$ cat src/rtl/sequence_generator.sv
// -----------------------------------------------------------------------------
// sequence_generator
//
// Bit-serial pattern transmitter. It is the driving end of the serial-pattern
// link; the receiving end is the sequence detector. A PAT_W-bit pattern is sent
// MSB-first, one bit per clock, REPS times, with a programmable idle gap
// between repetitions. The line idles at IDLE_BIT, so a listening detector
// stays in its reset state between frames.
//
// Ports
//   clk    in   system clock, rising edge
//   rst    in   asynchronous, active-high reset
//   start  in   request a new burst (sampled only in IDLE)
//   abort  in   synchronous abort of the burst in progress
//   pat    in   [PAT_W-1:0] pattern, MSB first, captured on accepted start
//   reps   in   [CNT_W-1:0] repetition count, captured on accepted start
//   gap    in   [CNT_W-1:0] idle cycles between repetitions, captured on start
//   x_out  out  serial data line
//   valid  out  high while x_out carries a pattern bit
//   busy   out  high while sending or in an inter-repetition gap
//   done   out  one-cycle pulse after the last bit of a completed burst
//
// Every output is a flop; next-state logic computes the value each output
// will show in the following cycle.
// -----------------------------------------------------------------------------
module sequence_generator #(
  parameter int   PAT_W    = 4,
  parameter int   CNT_W    = 8,
  parameter logic IDLE_BIT = 1'b1
) (
  input  logic             clk,
  input  logic             rst,
  input  logic             start,
  input  logic             abort,
  input  logic [PAT_W-1:0] pat,
  input  logic [CNT_W-1:0] reps,
  input  logic [CNT_W-1:0] gap,
  output logic             x_out,
  output logic             valid,
  output logic             busy,
  output logic             done
);

  // Bit counter holds 1..PAT_W: how many bits of the current repetition have
  // already been placed on x_out.
  localparam int              BC_W     = $clog2(PAT_W + 1);
  localparam logic [BC_W-1:0] BC_ONE   = BC_W'(1);
  localparam logic [BC_W-1:0] BC_LAST  = BC_W'(PAT_W);
  localparam logic [CNT_W-1:0] CNT_ONE = CNT_W'(1);

  typedef enum logic [1:0] {
    S_IDLE = 2'd0,
    S_SEND = 2'd1,
    S_GAP  = 2'd2
  } state_t;

  state_t           state_q, state_d;
  logic [PAT_W-1:0] pat_q, pat_d;       // captured pattern, reloaded per rep
  logic [PAT_W-1:0] shreg_q, shreg_d;   // bits still to send, MSB next
  logic [CNT_W-1:0] reps_q, reps_d;     // repetitions left, incl. current one
  logic [CNT_W-1:0] gap_q, gap_d;       // captured gap length
  logic [CNT_W-1:0] gap_cnt_q, gap_cnt_d;
  logic [BC_W-1:0]  bit_cnt_q, bit_cnt_d;
  logic             x_q, x_d;
  logic             valid_q, valid_d;
  logic             busy_q, busy_d;
  logic             done_q, done_d;

  // Start of a repetition: source is the input pattern on an accepted start,
  // otherwise the captured copy.
  logic             load;
  logic [PAT_W-1:0] load_src;

  // ---------------------------------------------------------------------------
  // State register
  // ---------------------------------------------------------------------------
  // NOTE: sequential state uses non-blocking assignments so every flop samples
  // the pre-edge value of every other flop, independent of statement order.
  // NOTE: the pattern shift register is a handful of flops, not a memory, so it
  // is reset along with the control state; x_out must read IDLE_BIT
  // immediately on reset.
  always_ff @(posedge clk or posedge rst) begin
    if (rst) begin
      state_q   <= S_IDLE;
      pat_q     <= '0;
      shreg_q   <= '0;
      reps_q    <= '0;
      gap_q     <= '0;
      gap_cnt_q <= '0;
      bit_cnt_q <= '0;
      x_q       <= IDLE_BIT;
      valid_q   <= 1'b0;
      busy_q    <= 1'b0;
      done_q    <= 1'b0;
    end else begin
      state_q   <= state_d;
      pat_q     <= pat_d;
      shreg_q   <= shreg_d;
      reps_q    <= reps_d;
      gap_q     <= gap_d;
      gap_cnt_q <= gap_cnt_d;
      bit_cnt_q <= bit_cnt_d;
      x_q       <= x_d;
      valid_q   <= valid_d;
      busy_q    <= busy_d;
      done_q    <= done_d;
    end
  end

  // ---------------------------------------------------------------------------
  // Next-state and next-output logic
  // ---------------------------------------------------------------------------
  // NOTE: every signal written here gets a default first; a path that forgot
  // one would otherwise infer a latch. Output defaults are the idle values.
  always_comb begin
    state_d   = state_q;
    pat_d     = pat_q;
    shreg_d   = shreg_q;
    reps_d    = reps_q;
    gap_d     = gap_q;
    gap_cnt_d = gap_cnt_q;
    bit_cnt_d = bit_cnt_q;
    x_d       = IDLE_BIT;
    valid_d   = 1'b0;
    busy_d    = 1'b0;
    done_d    = 1'b0;
    load      = 1'b0;
    load_src  = pat_q;

    unique case (state_q)
      S_IDLE: begin
        // abort outranks start; start with zero reps only produces done.
        if (start && !abort) begin
          if (reps != '0) begin
            pat_d    = pat;
            reps_d   = reps;
            gap_d    = gap;
            load     = 1'b1;
            load_src = pat;
          end else begin
            done_d = 1'b1;
          end
        end
      end

      S_SEND: begin
        if (abort) begin
          state_d = S_IDLE;
        end else if (bit_cnt_q != BC_LAST) begin
          x_d       = shreg_q[PAT_W-1];
          shreg_d   = {shreg_q[PAT_W-2:0], 1'b0};
          bit_cnt_d = bit_cnt_q + BC_ONE;
          valid_d   = 1'b1;
          busy_d    = 1'b1;
        end else begin
          // Last bit of this repetition is on the line now.
          reps_d = reps_q - CNT_ONE;
          if (reps_q == CNT_ONE) begin
            state_d = S_IDLE;
            done_d  = 1'b1;
          end else if (gap_q == '0) begin
            load = 1'b1;               // back-to-back, no bubble
          end else begin
            state_d   = S_GAP;
            gap_cnt_d = gap_q;
            busy_d    = 1'b1;
          end
        end
      end

      S_GAP: begin
        // gap_cnt counts the gap cycles still to show, including this one.
        if (abort) begin
          state_d = S_IDLE;
        end else if (gap_cnt_q == CNT_ONE) begin
          load = 1'b1;
        end else begin
          gap_cnt_d = gap_cnt_q - CNT_ONE;
          busy_d    = 1'b1;
        end
      end

      default: begin
        state_d = S_IDLE;
      end
    endcase

    // First bit of a repetition goes out now; the rest shift from shreg.
    if (load) begin
      state_d   = S_SEND;
      x_d       = load_src[PAT_W-1];
      shreg_d   = {load_src[PAT_W-2:0], 1'b0};
      bit_cnt_d = BC_ONE;
      valid_d   = 1'b1;
      busy_d    = 1'b1;
    end
  end

  assign x_out = x_q;
  assign valid = valid_q;
  assign busy  = busy_q;
  assign done  = done_q;

endmodule

$ cat config.mk
export PLATFORM = sky130hd
export DESIGN_NAME = sequence_generator
export DESIGN_NICKNAME = d
export VERILOG_FILES = /design/src/rtl/sequence_generator.sv
export SDC_FILE = /design/constraint.sdc
export NUM_CORES = 1
export LEC_CHECK = 0
export ABC_AREA = 0
export BUFFER_PORTS_ARGS = -buffer_cell sky130_fd_sc_hd__buf_2
export CORE_UTILIZATION = 55
export CTS_BUF_LIST = sky130_fd_sc_hd__clkbuf_8
export DETAILED_ROUTE_END_ITERATION = 7
export PLACE_DENSITY = 0.73
export SETUP_SLACK_MARGIN = 0.05
export SYNTH_ARGS = -nofsm -noshare
export SYNTH_HDL_FRONTEND = slang
export SYNTH_SLANG_ARGS = --single-unit
$ cat constraint.sdc
create_clock -name clk -period 3.9 [get_ports clk]
set_clock_uncertainty 0.15 [all_clocks]
set_input_delay 0.39 -clock clk [delete_from_list [all_inputs] [get_ports clk]]
set_output_delay 0.39 -clock clk [all_outputs]
set_load 0.02 [all_outputs]
## Word level (Yosys, flattened, before mapping)

Index checks and enable logic that the tools add are counted.

| word-level totals | value |
|---|---|
| register bits after elaboration | 41 |
| bits of input ports | 24 |
| output and inout bits | 4 |
| word-level logic and storage cells | 107 |

| cells by class | value |
|---|---|
| add/sub/neg operators | 3 |
| eq/ne operators | 18 |
| muxes and demuxes | 61 |
| reductions and logical operators | 14 |

Operators by type and width:

| operator | count |
|---|---|
| 8-bit two-way mux | 10 |
| 8-bit one-hot mux with 2 select lines | 2 |
| 1-bit two-way mux | 28 |
| 4-bit two-way mux | 7 |
| 2-bit != test (second input constant) | 9 |
| 8-bit by 1-bit == test with 1-bit output (second input constant) | 2 |
| 8-bit by 1-bit subtractor with 8-bit output (second input constant) | 2 |
| 2-bit two-way mux | 6 |
| 3-bit two-way mux | 4 |
| 8-bit zero test | 1 |
| 2-bit nonzero test | 4 |
| 8-bit nonzero test | 1 |
| 7-bit AND reduction | 1 |
| 3-bit != test (second input constant) | 2 |
| 2-bit one-hot mux with 3 select lines | 1 |
| 3-bit AND reduction | 2 |
| 5-bit != test (second input constant) | 1 |
| 5-bit AND reduction | 1 |
| 4-bit != test (second input constant) | 1 |
| 1-bit one-hot mux with 2 select lines | 2 |
| 4-bit AND reduction | 1 |
| 3-bit by 1-bit adder with 3-bit output (second input constant) | 1 |
| 1-bit one-hot mux with 3 select lines | 1 |
| 2-bit by 1-bit == test with 1-bit output (second input constant) | 1 |
| other kinds (5) | 5 |

## Longest topological paths before layout

Gate-level depths: netlist of run 1.

| logic depth | value |
|---|---|
| depth in word-level cells | 8 |
| depth in mapped cells | 9 |
| mapped depth without buffers | 7 |

## Worst setup path before layout of run 1

No wires, ideal clock.

| timing | value |
|---|---|
| path type | input to register |
| start | input reps[7] |
| end | register shreg_q[2] |
| setup time | 0.125 ns |
| data arrival time | 1.865 ns |
| required time | 3.625 ns |
| slack | 1.761 ns |
| cell stages on the path | 5 |
| path buffers | 0 |
| path through | or4_4 > or2_4 > nand2b_4 > mux2_2 > mux2_2 |

| between the ends | value |
|---|---|
| elaborated cells on any way between the ends | 12 |
| those cells by class | eq/ne: 1; mux: 7; reduce/logical: 4 |

RTL lines:

| element | line | RTL |
|---|---|---|
| start, declared | 36 | `input logic [CNT_W-1:0] reps,` |
| 8-bit nonzero test | 134 | `if (reps != '0) begin` |
| 4-bit two-way mux | 134 |  |
| 4-bit two-way mux (2 in series) | n/a |  |
| via load_src[1] | 72 | `logic [PAT_W-1:0] load_src;` |
| 4-bit two-way mux | 189 | `if (load) begin` |
| end signal, assigned | 98 | `shreg_q <= shreg_d;` |
| end, declared | 59 | `logic [PAT_W-1:0] shreg_q, shreg_d;` |

The timed path passes the listed nets, and every way through them passes these cells.
A chain may end at the register's enable or synchronous reset.

## Worst setup path after layout of run 1

| timing | value |
|---|---|
| start | register state_q[1] |
| end | register gap_cnt_q[7] |

| between the ends | value |
|---|---|
| cells in the longest elaborated chain, start to end | 3 |
| elaborated cells on any way between the ends | 11 |
| those cells by class | eq/ne: 8; mux: 1; reduce/logical: 2 |

RTL lines:

| element | line | RTL |
|---|---|---|
| start, declared | 57 | `state_t state_q, state_d;` |
| start signal, assigned | 96 | `state_q <= state_d;` |
| 2-bit == test / 2-bit by 1-bit == test with 1-bit output (equally long branches) | 130 | `unique case (state_q)` |
| 2-bit != test (no source line) / 2-bit nonzero test (equally long branches) | n/a |  |
| 7-bit AND reduction (no source line) | n/a |  |
| end signal, assigned | 101 | `gap_cnt_q <= gap_cnt_d;` |
| end, declared | 62 | `logic [CNT_W-1:0] gap_cnt_q, gap_cnt_d;` |

Several ways; a longest one is shown, not always the timed one.

==> run_results.csv, run 1 <==
group,metric,value,unit
run_status,status,"completed",
setup_path,critPathBufInv,2,
finish,drive_gt1_share,23.3,%
timing,fmax,343,MHz
drt,avgRoutedWirePerCell,14.1,um
global_route,grt-ovfl-total,0,
setup_path,cp_slowest_cell,"o211ai_1",
setup_path,end_kind,"flop",
setup_path,crit_path_start,"state_q[1]$_DFFE_PP0P_",
floorplan,die_height,66.5,um
drt,drt_iter0_markers,85,
clock_network,cts-buffers-inserted,5,
floorplan,start_util,57.2,%
setup_path,cp.depth,7,
timing,fin_hold_ws,0.0658,ns
power_and_ir_drop,leakagePower,1.13,nW
timing,grt_setup_unrepaired,"false",
global_route,antenna_found_initial,0,
setup_path,crit_family,"compound AO/OA/AOI/OAI gates",
finish,layout_commonest_cell,"dfrtp_1",
place,dp_cells,300,
place,gp_congestion,0.767,
setup_path,crit_arrival,2.89,ns
finish,diodes,0,
finish,num-nets-final,291,
clock_network,htreeDepth,2,
finish,layout_common_cells,"dfrtp_1 (39), buf_2 (27), nor2_1 (21)",
global_route,grt_max_degree,41,
logic_synthesis,ys_seq_area_share,43.8,%
floorplan,io_pins,28,
setup_path,r2r_cells,7,
clock_network,cts_num_sinks,40,
logic_synthesis,synth_edf_count,0,
drt,firstDrtPassIters,4,
clock_network,ctsRootBufferMaster,"clkbuf_8",
timing,tightest_slew,1.08,ns
clock_network,ctsHoldBuffers,0,
hold_path,min_path_type,"in2async",
setup_path,rr_endpoint,"gap_cnt_q[7]$_DFFE_PP0P_",
logic_synthesis,postSynth.asyncResetShare,100,%
clock_network,clk_latency,0.29,ns
floorplan,fp.dieW,66.5,um
drt,antenna_left,0,
global_route,grt_pass1_vias,1632,
logic_synthesis,synth_seq_cells,40,
timing,drv_slew,0,
logic_synthesis,synthFlopType,"dfrtp_1",
clock_network,path_clk_slew,0.08,ns
setup_path,r2r_start,"state_q[1]$_DFFE_PP0P_",
logic_synthesis,yosys_warnings,0,
setup_path,crit_path_end,"gap_cnt_q[7]$_DFFE_PP0P_",
logic_synthesis,synth_nets,264,
place,dp_hpwl,3140,um
finish,seq_area,1000,um^2
place,io_buffer_count,27,
timing,slew_headroom,27.4,%
clock_network,cts_setup_buffers,0,
setup_path,slowest_delay,0.85,ns
global_route,grt_pass1_wl,7380,um
timing,hold_violations,0,
global_route,grtUsageTotal,22.4,%
floorplan,core_area,4000,um^2
finish,syn_to_final_growth,11.1,%
setup_path,rrSetupSlack,0.98,ns
timing,tns,0,ns
timing,min_period,2.92,ns
power_and_ir_drop,power_per_cell_area,683,nW/um^2
logic_synthesis,syn_area_per_cell,9.95,um^2
setup_path,path_max_fanout,16,
clock_network,cts_resized,0,
timing,period_share,74.7,%
setup_path,worst-endpoint-required,3.87,ns
drt,post-route-drc-count,0,
finish,fin_cells,308,
timing,final-setup-viol-count,0,
drt,via_count,1767,
finish,fillerInstances,336,
clock_network,cts_tree,"done",
logic_synthesis,syn_area,2290,um^2
power_and_ir_drop,ir_drop,312,uV
setup_path,crit_type,"reg2reg",
setup_path,path_cells,"inv_1 -> ha_1 -> buf_4 -> nor3b_1 -> o211ai_1 -> mux2i_1 -> o311ai_0",
drt,drt-total-wl,4360,um
power_and_ir_drop,total_power,1.74,mW
setup_path,worstSetupStartpointType,"flop",
logic_synthesis,ys_types,50,
floorplan,rows,23,
floorplan,fp.dieArea,4420,um^2
job,maxCapViolations,0,
logic_synthesis,netlist_instances,230,
drt,avgViaCountPerCell,5.74,
clock_network,clockBufferDepth,2,
finish,multi_input_area,1170,um^2
## power breakdown
group / internal (mW) / switching (mW) / total, mW
combinational: 0.329 / 0.363 / 0.693
sequential: 0.605 / 0.153 / 0.758
clock: 0.141 / 0.145 / 0.287
total: 1.08 / 0.662 / 1.74
## registers in the layout, indices dropped and copies added, names as in the netlist
name,flops
bit_cnt_q,3
busy,1
done,1
gap_cnt_q,8
gap_q,8
pat_q,4
reps_q,8
shreg_q,3
state_q,2
valid,1
x_out,1
## cells in the mapped netlist, types with 2 or more instances
library cell / n / share of area, %
mux2i_1: 2 / 0.87
nand3_1: 6 / 1.3
mux2_2: 14 / 6.9
o21bai_1: 2 / 0.66
a21oi_1: 18 / 3.9
o21ai_0: 10 / 2.2
dfrtp_1: 39 / 43
nand2_1: 14 / 2.3
o22a_1: 12 / 4.6
nor2b_1: 3 / 0.82
inv_1: 16 / 2.6
a31oi_1: 3 / 0.82
buf_6: 2 / 0.98
and3_1: 2 / 0.55
buf_2: 3 / 0.66
a41oi_1: 3 / 1.1
nand2b_1: 2 / 0.55
nor3b_1: 2 / 0.66
nor4_1: 2 / 0.55
ha_1: 10 / 5.5
and2_1: 2 / 0.55
mux2_4: 3 / 2.0
or3_1: 4 / 1.1
clkbuf_1: 3 / 0.49
nand3b_1: 4 / 1.3
nor2_1: 21 / 3.4
nor3_1: 5 / 1.1
## layout make-up
cell class	instances	share of cell area [%]
Tap cell	50	2.46
Inverter	16	2.36
Clock buffer	6	3.25
Clock inverter	2	0.443
Multi-Input combinational cell	165	46.2
Timing Repair Buffer	29	5.91
Sequential cell	40	39.4
## cell families (layout without fill, tap and decap cells)
kind of cell             after synthesis  count (layout)  share of synthesized area (%)
XOR/XNOR                               2               2                          0.766
adder cells (fa/ha/maj)               10              10                           5.47
AND/OR/NAND/NOR                       77              77                           18.2
flip-flops                            40              40                           43.8
multiplexers                          19              19                           9.73
buffers and inverters                 25              53                           4.92
AO/OA/AOI/OAI                         57              57                           17.2
## tightest hold or removal path, stage by stage
cell and delay [ns]:
buf_2 0.10, inv_1 0.04, buf_4 0.42
## worst min path at each step
stage,start,slack [ns],end
2_1_floorplan,pat_q[1]$_DFF_PP0_,0.32,pat_q[1]$_DFF_PP0_
3_3_place_gp,pat_q[1]$_DFF_PP0_,0.33,pat_q[1]$_DFF_PP0_
3_5_place_dp,pat_q[0]$_DFF_PP0_,0.34,pat_q[0]$_DFF_PP0_
4_1_cts,rst,0.09,gap_cnt_q[2]$_DFFE_PP0P_
5_1_grt,rst,0.13,bit_cnt_q[2]$_DFFE_PP0P_
6_report,rst,0.07,gap_cnt_q[2]$_DFFE_PP0P_
## routing by layer
metal | up-vias | share of wire [%] | GRT usage [%]
met5 | - | 0 | 0
met4 | 0 | 1.1 | 7.18
met3 | 4 | 3.2 | 4.97
met2 | 33 | 49 | 36.7
met1 | 849 | 47 | 29.4
li1 | 881 | - | -
## through the flow
stage | area [um^2] | util [%] | setup WS, ns
6_report | 2540 | 63.6 | 0.985
5_1_grt | 2540 | 63.6 | 0.782
4_1_cts | 2540 | 63.6 | 1.02
3_5_place_dp | 2450 | 61.2 | 1.03
3_3_place_gp | 2450 | 61.2 | 1.12
2_1_floorplan | 2290 | - | 1.76
Note: power is estimated with default switching activity, not from simulation.
==> inputs of run 2 (changes only) <==
--- a/config.mk
+++ b/config.mk
@@ -5,7 +5,7 @@
 export SDC_FILE = /design/constraint.sdc
 export NUM_CORES = 1
 export LEC_CHECK = 0
-export ABC_AREA = 0
+export ABC_AREA = 1
 export BUFFER_PORTS_ARGS = -buffer_cell sky130_fd_sc_hd__buf_2
 export CORE_UTILIZATION = 55
 export CTS_BUF_LIST = sky130_fd_sc_hd__clkbuf_8
==> constraint.sdc (replaced) <==
create_clock -name clk -period 2.9 [get_ports clk]
set_clock_uncertainty 0.15 [all_clocks]
set_input_delay 0.29 -clock clk [delete_from_list [all_inputs] [get_ports clk]]
set_output_delay 0.29 -clock clk [all_outputs]
set_load 0.02 [all_outputs]
==> run 2 against run 1 <==
Against the previous run: sequential cell count is the same; utilization rose by 2.1 points; area after synthesis grew 6.8%; final cell count up 29%; sequential share of layout area shrank 2.6 points; cell area rose by 7.0%; critical path depth increased by 1; synthesized cell count is 37% higher; worst setup slack got worse by 0.29 ns; sequential power rose by 32%; global-route usage up 1.1 points; highest routed layer unchanged.
==> run_results.csv, run 2 <==
group,metric,value,unit
run_status,status,"completed",
logic_synthesis,synthMuxAreaShare,1.84,%
drt,post-route-drc-count,0,
logic_synthesis,ys_top_cells_by_count,"nand2_1 (83), dfrtp_1 (39), inv_1 (35)",
logic_synthesis,postSynth.asyncResetShare,100,%
timing,fmax,453,MHz
finish,syn_to_final_growth,11.4,%
setup_path,cp_slowest_cell,"a21boi_2",
logic_synthesis,synthTopCellsByArea,"dfrtp_1 (40%), nand2_1 (13%), inv_1 (5.4%)",
drt,via_count,2039,
logic_synthesis,synth.most_common_cell,"nand2_1",
logic_synthesis,ys_types,31,
setup_path,path_max_fanout,14,
clock_network,path_clk_slew,0.08,ns
global_route,grt_pass1_wl,8110,um
timing,min_period,2.21,ns
finish,layout_commonest_cell,"nand2_1",
timing,period_share,76.1,%
timing,setup_ws,0.693,ns
place,place_ws,0.768,ns
logic_synthesis,syn_area_per_cell,7.78,um^2
clock_network,htreeDepth,2,
setup_path,slowest_delay,0.44,ns
place,gp_congestion,0.853,
global_route,grtUsageTotal,23.6,%
finish,utilization,65.7,%
clock_network,ctsRootBufferMaster,"clkbuf_8",
clock_network,clk_latency,0.29,ns
logic_synthesis,ys_seq_area_share,41.0,%
drt,drt-total-wl,4790,um
job,maxCapViolations,0,
finish,diodes,0,
power_and_ir_drop,power_per_cell_area,983,nW/um^2
finish,layout_common_cells,"nand2_1 (83), dfrtp_1 (39), inv_1 (36)",
clock_network,clockBufferDepth,2,
power_and_ir_drop,leakagePower,1.42,nW
global_route,grt-ovfl-total,0,
logic_synthesis,synth_xor_xnor_area_share,2.51,%
global_route,antenna_found_initial,0,
power_and_ir_drop,ir_drop,552,uV
finish,num-nets-final,379,
drt,drt_iter0_markers,169,
drt,avgViaCountPerCell,5.15,
timing,drv_slew,0,
timing,grt_setup_unrepaired,"false",
logic_synthesis,synthAdderAreaFrac,5.12,%
logic_synthesis,yosys.area_share.simple,31.1,%
timing,tightest_slew,0.492,ns
setup_path,worst-endpoint-required,2.92,ns
logic_synthesis,synth-compound-area-share,10.0,%
place,io_buffer_count,27,
place,dp_hpwl,3640,um
logic_synthesis,syn_area,2440,um^2
timing,hold_violations,0,
logic_synthesis,synth_edf_count,0,
drt,firstDrtPassIters,5,
floorplan,rows,23,
clock_network,cts_num_sinks,40,
logic_synthesis,yosys_warnings,0,
timing,tns,0,ns
setup_path,end_kind,"flop",
setup_path,cpMostUsedCell,"nand2_1",
hold_path,holdPathStages,2,
floorplan,fp.dieW,68.7,um
finish,fillerInstances,378,
setup_path,cp.depth,8,
setup_path,crit_family,"compound AO/OA/AOI/OAI gates",
setup_path,path_cells,"inv_1 -> ha_1 -> nand3_1 -> o21ai_1 -> a21boi_2 -> nand2_1 -> nand2_1 -> o21ai_0",
logic_synthesis,synth_seq_cells,40,
setup_path,crit_type,"reg2reg",
logic_synthesis,synthDominantCellAreaShare,39.9,%
logic_synthesis,netlist_instances,314,
setup_path,r2r_cells,8,
timing,slew_headroom,67.2,%
global_route,grt_pass1_vias,1854,
hold_path,min_path_type,"in2reg",
clock_network,cts_tree,"done",
finish,drive_gt1_share,20.8,%
drt,antenna_left,0,
global_route,grt_max_degree,41,
clock_network,cts-buffers-inserted,5,
floorplan,io_pins,28,
setup_path,worstSetupStartpointType,"flop",
setup_path,critPathBufInv,1,
timing,fin_hold_ws,0.0721,ns
floorplan,die_height,68.7,um
logic_synthesis,synthFlopType,"dfrtp_1",
floorplan,core_area,4140,um^2
drt,avgRoutedWirePerCell,12.1,um
floorplan,start_util,59.0,%
setup_path,crit_arrival,2.22,ns
timing,final-setup-viol-count,0,
logic_synthesis,synth_top_cell_by_area,"dfrtp_1",
logic_synthesis,synth_top_family_by_area,"simple AND/OR/NAND/NOR gates",
logic_synthesis,synth_nets,348,
floorplan,fp.dieArea,4710,um^2
finish,reg_top3,"gap_cnt_q x8, gap_q x8, reps_q x8",
==> run 2: cell count changes in the layout (fill, tap and decap cells not counted), sizes merged, moves of 4 or more <==
cell / change
o21ai: +20
inv: +28
a21oi: -6
mux2: -13
o22a: -12
nand3: +16
nor2: +16
or3: -4
nand2: +75
a31oi: -4
xor2: +6
==> run 2: kinds of logic (layout without fill, tap and decap cells) <==
kind of cell | count (synthesis) | after routing
buffers and inverters | 50 | 82
multiplexers | 4 | 4
flip-flops | 40 | 40
AND/OR/NAND/NOR | 157 | 157
AO/OA/AOI/OAI | 46 | 46
adder cells (fa/ha/maj) | 10 | 10
XOR/XNOR | 7 | 7
==> run 2: layer usage <==
metal	GRT usage, %	wire length, um	vias to the layer above	share of wire (%)
li1	-	-	1055	-
met4	11.5	31	0	0.65
met2	37.7	2260	53	47
met1	30.5	2290	928	48
met3	4.28	199	3	4.2
met5	0	0	-	0
==> run 2: layout make-up <==
type / instances / area (um^2) / area share [%]
Inverter: 44 / 165 / 6.07
Timing Repair Buffer: 30 / 160 / 5.89
Clock buffer: 6 / 82.6 / 3.03
Tap cell: 50 / 62.6 / 2.30
Sequential cell: 40 / 1000 / 36.8
Clock inverter: 2 / 11.3 / 0.414
Multi-Input combinational cell: 224 / 1240 / 45.5
==> run 2: path summary, 6_finish.rpt <==
path	from	endpoint	slack (ns)
setup / recovery	state_q[1]$_DFFE_PP0P_	reps_q[5]$_DFFE_PP0P_	0.69
hold / removal	gap[6]	gap_q[6]$_DFFE_PP0P_	0.07
setup reg to reg	state_q[1]$_DFFE_PP0P_	reps_q[5]$_DFFE_PP0P_	0.69
hold reg to reg	pat_q[3]$_DFF_PP0_	pat_q[3]$_DFF_PP0_	0.32
max in group asynchronous	rst	x_out$_DFF_PP1_	1.73
min in group asynchronous	rst	gap_q[5]$_DFFE_PP0P_	0.51
==> run 2: what timing repair did <==
item                                   in CTS  in global routing
hold buffers                                1                  0
endpoints found under the hold margin      39                  0
resized for setup                           0                  0
buffers inserted                            0                  0
==> run 2: worst reg2reg max path: stages, from the launching register on <==
cell	delay [ns]
dfrtp_1	0.41
inv_1	0.10
ha_1	0.43
nand3_1	0.17
o21ai_1	0.14
a21boi_2	0.44
nand2_1	0.10
nand2_1	0.07
o21ai_0	0.08
==> run 2: power by group <==
part	internal (mW)	leakage [nW]	switching, mW
registers	0.819	0.487	0.181
clock network	0.190	0.0486	0.193
logic	0.471	0.888	0.822
total	1.48	1.42	1.20
==> run 2: per-stage QoR <==
step | std cells | power (mW) | cell area, um^2
after detailed placement | 387 | 2.29 | 2620
after global placement | 387 | 2.25 | 2620
after CTS | 396 | 2.69 | 2720
after floorplan | 314 | 2.02 | 2440
after global routing | 396 | 2.94 | 2720
final | 396 | 2.68 | 2720
==> inputs of run 3 (changes only) <==
--- a/config.mk
+++ b/config.mk
@@ -10,7 +10,7 @@
 export CORE_UTILIZATION = 55
 export CTS_BUF_LIST = sky130_fd_sc_hd__clkbuf_8
 export DETAILED_ROUTE_END_ITERATION = 7
-export PLACE_DENSITY = 0.73
+export PLACE_DENSITY = 0.76
 export SETUP_SLACK_MARGIN = 0.05
 export SYNTH_ARGS = -nofsm -noshare
 export SYNTH_HDL_FRONTEND = slang
==> constraint.sdc (replaced) <==
create_clock -name clk -period 2 [get_ports clk]
set_clock_uncertainty 0.15 [all_clocks]
set_input_delay 0.2 -clock clk [delete_from_list [all_inputs] [get_ports clk]]
set_output_delay 0.2 -clock clk [all_outputs]
set_load 0.02 [all_outputs]
==> run 3 against run 2 <==
Against the previous run: final cell count grew 4.0%; largest power group unchanged; critical path depth stayed put; worst hold slack worse by 0.065 ns; sequential power up 44%; utilization is 4.2 points higher; maximum frequency increased by 21%; combinational power grew 65%; critical path type unchanged; sequential cell count is the same.
==> run_results.csv, run 3 (synthesis results as in run 2) <==
group,metric,value,unit
run_status,status,"completed",
power_and_ir_drop,leakagePower,1.51,nW
setup_path,cp_slowest_cell,"dfrtp_1",
clock_network,path_clk_slew,0.08,ns
timing,final-setup-viol-count,0,
setup_path,worstSetupStartpointType,"flop",
drt,post-route-drc-count,0,
global_route,antenna_found_initial,0,
setup_path,path_cells,"inv_1 -> ha_4 -> inv_2 -> o21ai_1 -> a21boi_4 -> buf_4 -> o21ai_0 -> o21ai_0",
global_route,grt_max_degree,41,
timing,period_share,91.5,%
setup_path,cpMostUsedCell,"o21ai_0",
timing,hold_violations,0,
job,maxCapViolations,0,
finish,num-nets-final,395,
setup_path,critPathBufInv,3,
clock_network,clockBufferDepth,2,
floorplan,die_height,68.7,um
timing,slew_headroom,66.7,%
finish,drive_gt1_share,24.6,%
place,io_buffer_count,27,
setup_path,end_kind,"flop",
drt,avgViaCountPerCell,5.18,
timing,grt_setup_unrepaired,"false",
finish,reg_top3,"gap_cnt_q x8, gap_q x8, reps_q x8",
clock_network,clk_latency,0.29,ns
finish,layout_commonest_cell,"nand2_1",
drt,drt-total-wl,5110,um
floorplan,rows,23,
timing,min_period,1.83,ns
floorplan,io_pins,28,
setup_path,worst-endpoint-required,2.07,ns
finish,fillerInstances,340,
drt,avgRoutedWirePerCell,12.4,um
global_route,grt_pass1_vias,1934,
global_route,grt-ovfl-total,0,
power_and_ir_drop,ir_drop,774,uV
timing,tns,0,ns
power_and_ir_drop,power_per_cell_area,1420,nW/um^2
drt,drt_iter0_markers,154,
place,gp_congestion,0.855,
floorplan,start_util,59.0,%
drt,via_count,2133,
clock_network,cts_tree,"done",
finish,diodes,0,
global_route,grt_pass1_wl,8460,um
finish,syn_to_final_growth,18.5,%
place,dp_hpwl,3820,um
floorplan,fp.dieW,68.7,um
clock_network,cts-buffers-inserted,5,
hold_path,min_path_type,"in2reg",
floorplan,fp.dieArea,4710,um^2
clock_network,cts_num_sinks,40,
timing,fmax,547,MHz
drt,firstDrtPassIters,4,
place,dp_cells,393,
setup_path,slowest_delay,0.41,ns
drt,antenna_left,0,
clock_network,ctsRootBufferMaster,"clkbuf_8",
setup_path,crit_arrival,1.90,ns
setup_path,crit_type,"reg2reg",
global_route,grtUsageTotal,24.7,%
finish,fin_cells,412,
timing,tightest_slew,0.499,ns
setup_path,path_max_fanout,5,
timing,drv_slew,0,
clock_network,htreeDepth,2,
setup_path,crit_family,"compound AO/OA/AOI/OAI gates",
floorplan,core_area,4140,um^2
finish,layout_common_cells,"nand2_1 (83), dfrtp_1 (39), inv_1 (33)",
power_and_ir_drop,total_power,4.12,mW
[run 3: changes by cell type in the layout (fill, tap and decap cells not counted), sizes merged]
cell	change
clkinv	+2
inv	-1
buf	+11
dlygate4sd3	+5
clkinvlp	-1
[run 3: area by class of cell]
type / count / area [um^2] / share of cell area, %
Multi-Input combinational cell: 224 / 1280 / 44.1
Timing Repair Buffer: 46 / 293 / 10.1
Clock inverter: 2 / 10.0 / 0.346
Tap cell: 50 / 62.6 / 2.16
Inverter: 44 / 168 / 5.79
Clock buffer: 6 / 82.6 / 2.85
Sequential cell: 40 / 1000 / 34.6
[run 3: what timing repair did]
| item | in CTS | in global routing |
|---|---|---|
| setup buffers | 0 | 5 |
| hold endpoints to repair | 44 | 0 |
| endpoints found under the setup margin | 0 | 20 |
| hold buffers | 6 | 0 |
| gates resized for setup | 0 | 10 |
[run 3: worst paths after layout]
path                                             start               endpoint  slack, ns  depth (start not counted)
worst max-delay path            state_q[0]$_DFFE_PP0P_  reps_q[3]$_DFFE_PP0P_       0.17                          8
worst min-delay path                            gap[2]   gap_q[2]$_DFFE_PP0P_      0.007                          3
worst max register to register  state_q[0]$_DFFE_PP0P_  reps_q[3]$_DFFE_PP0P_       0.17                          8
worst min register to register      pat_q[3]$_DFF_PP0_     pat_q[3]$_DFF_PP0_       0.32                          2
max in group asynchronous                          rst        x_out$_DFF_PP1_       0.93                          4
min in group asynchronous                          rst         done$_DFF_PP0_       0.42                          4
[run 3: worst register-to-register path: stages (launching register included)]
cell      delay (ns)
dfrtp_1         0.41
inv_1           0.16
ha_4            0.20
inv_2           0.08
o21ai_1         0.20
a21boi_4        0.26
buf_4           0.14
o21ai_0         0.08
o21ai_0         0.08
[run 3: stage by stage]
step | utilization [%] | hold slack (ns) | cell area [um^2] | setup WS [ns]
floorplan | - | 0.200 | 2440 | 0.329
global placement | 64.3 | 0.197 | 2660 | 0.146
detailed placement | 64.3 | 0.200 | 2660 | 0.0749
CTS | 67.9 | 0.000109 | 2820 | 0.0560
global route | 69.9 | 0.0250 | 2900 | 0.0387
finish | 69.9 | 0.00698 | 2900 | 0.170
[run 3: report_power, final]
part           switching, mW  internal [mW]  total, mW
clock network          0.275          0.275      0.550
registers              0.252           1.19       1.44
logic                   1.28          0.850       2.13
total                   1.80           2.31       4.12
[run 3: metal layers]
| metal | wire [um] | vias up | track usage (%) |
|---|---|---|---|
| li1 | - | 1098 | - |
| met1 | 2290 | 992 | 30.5 |
| met2 | 2580 | 36 | 41.9 |
| met3 | 167 | 7 | 5.92 |
| met4 | 78 | 0 | 8.59 |
| met5 | 0 | - | 0 |
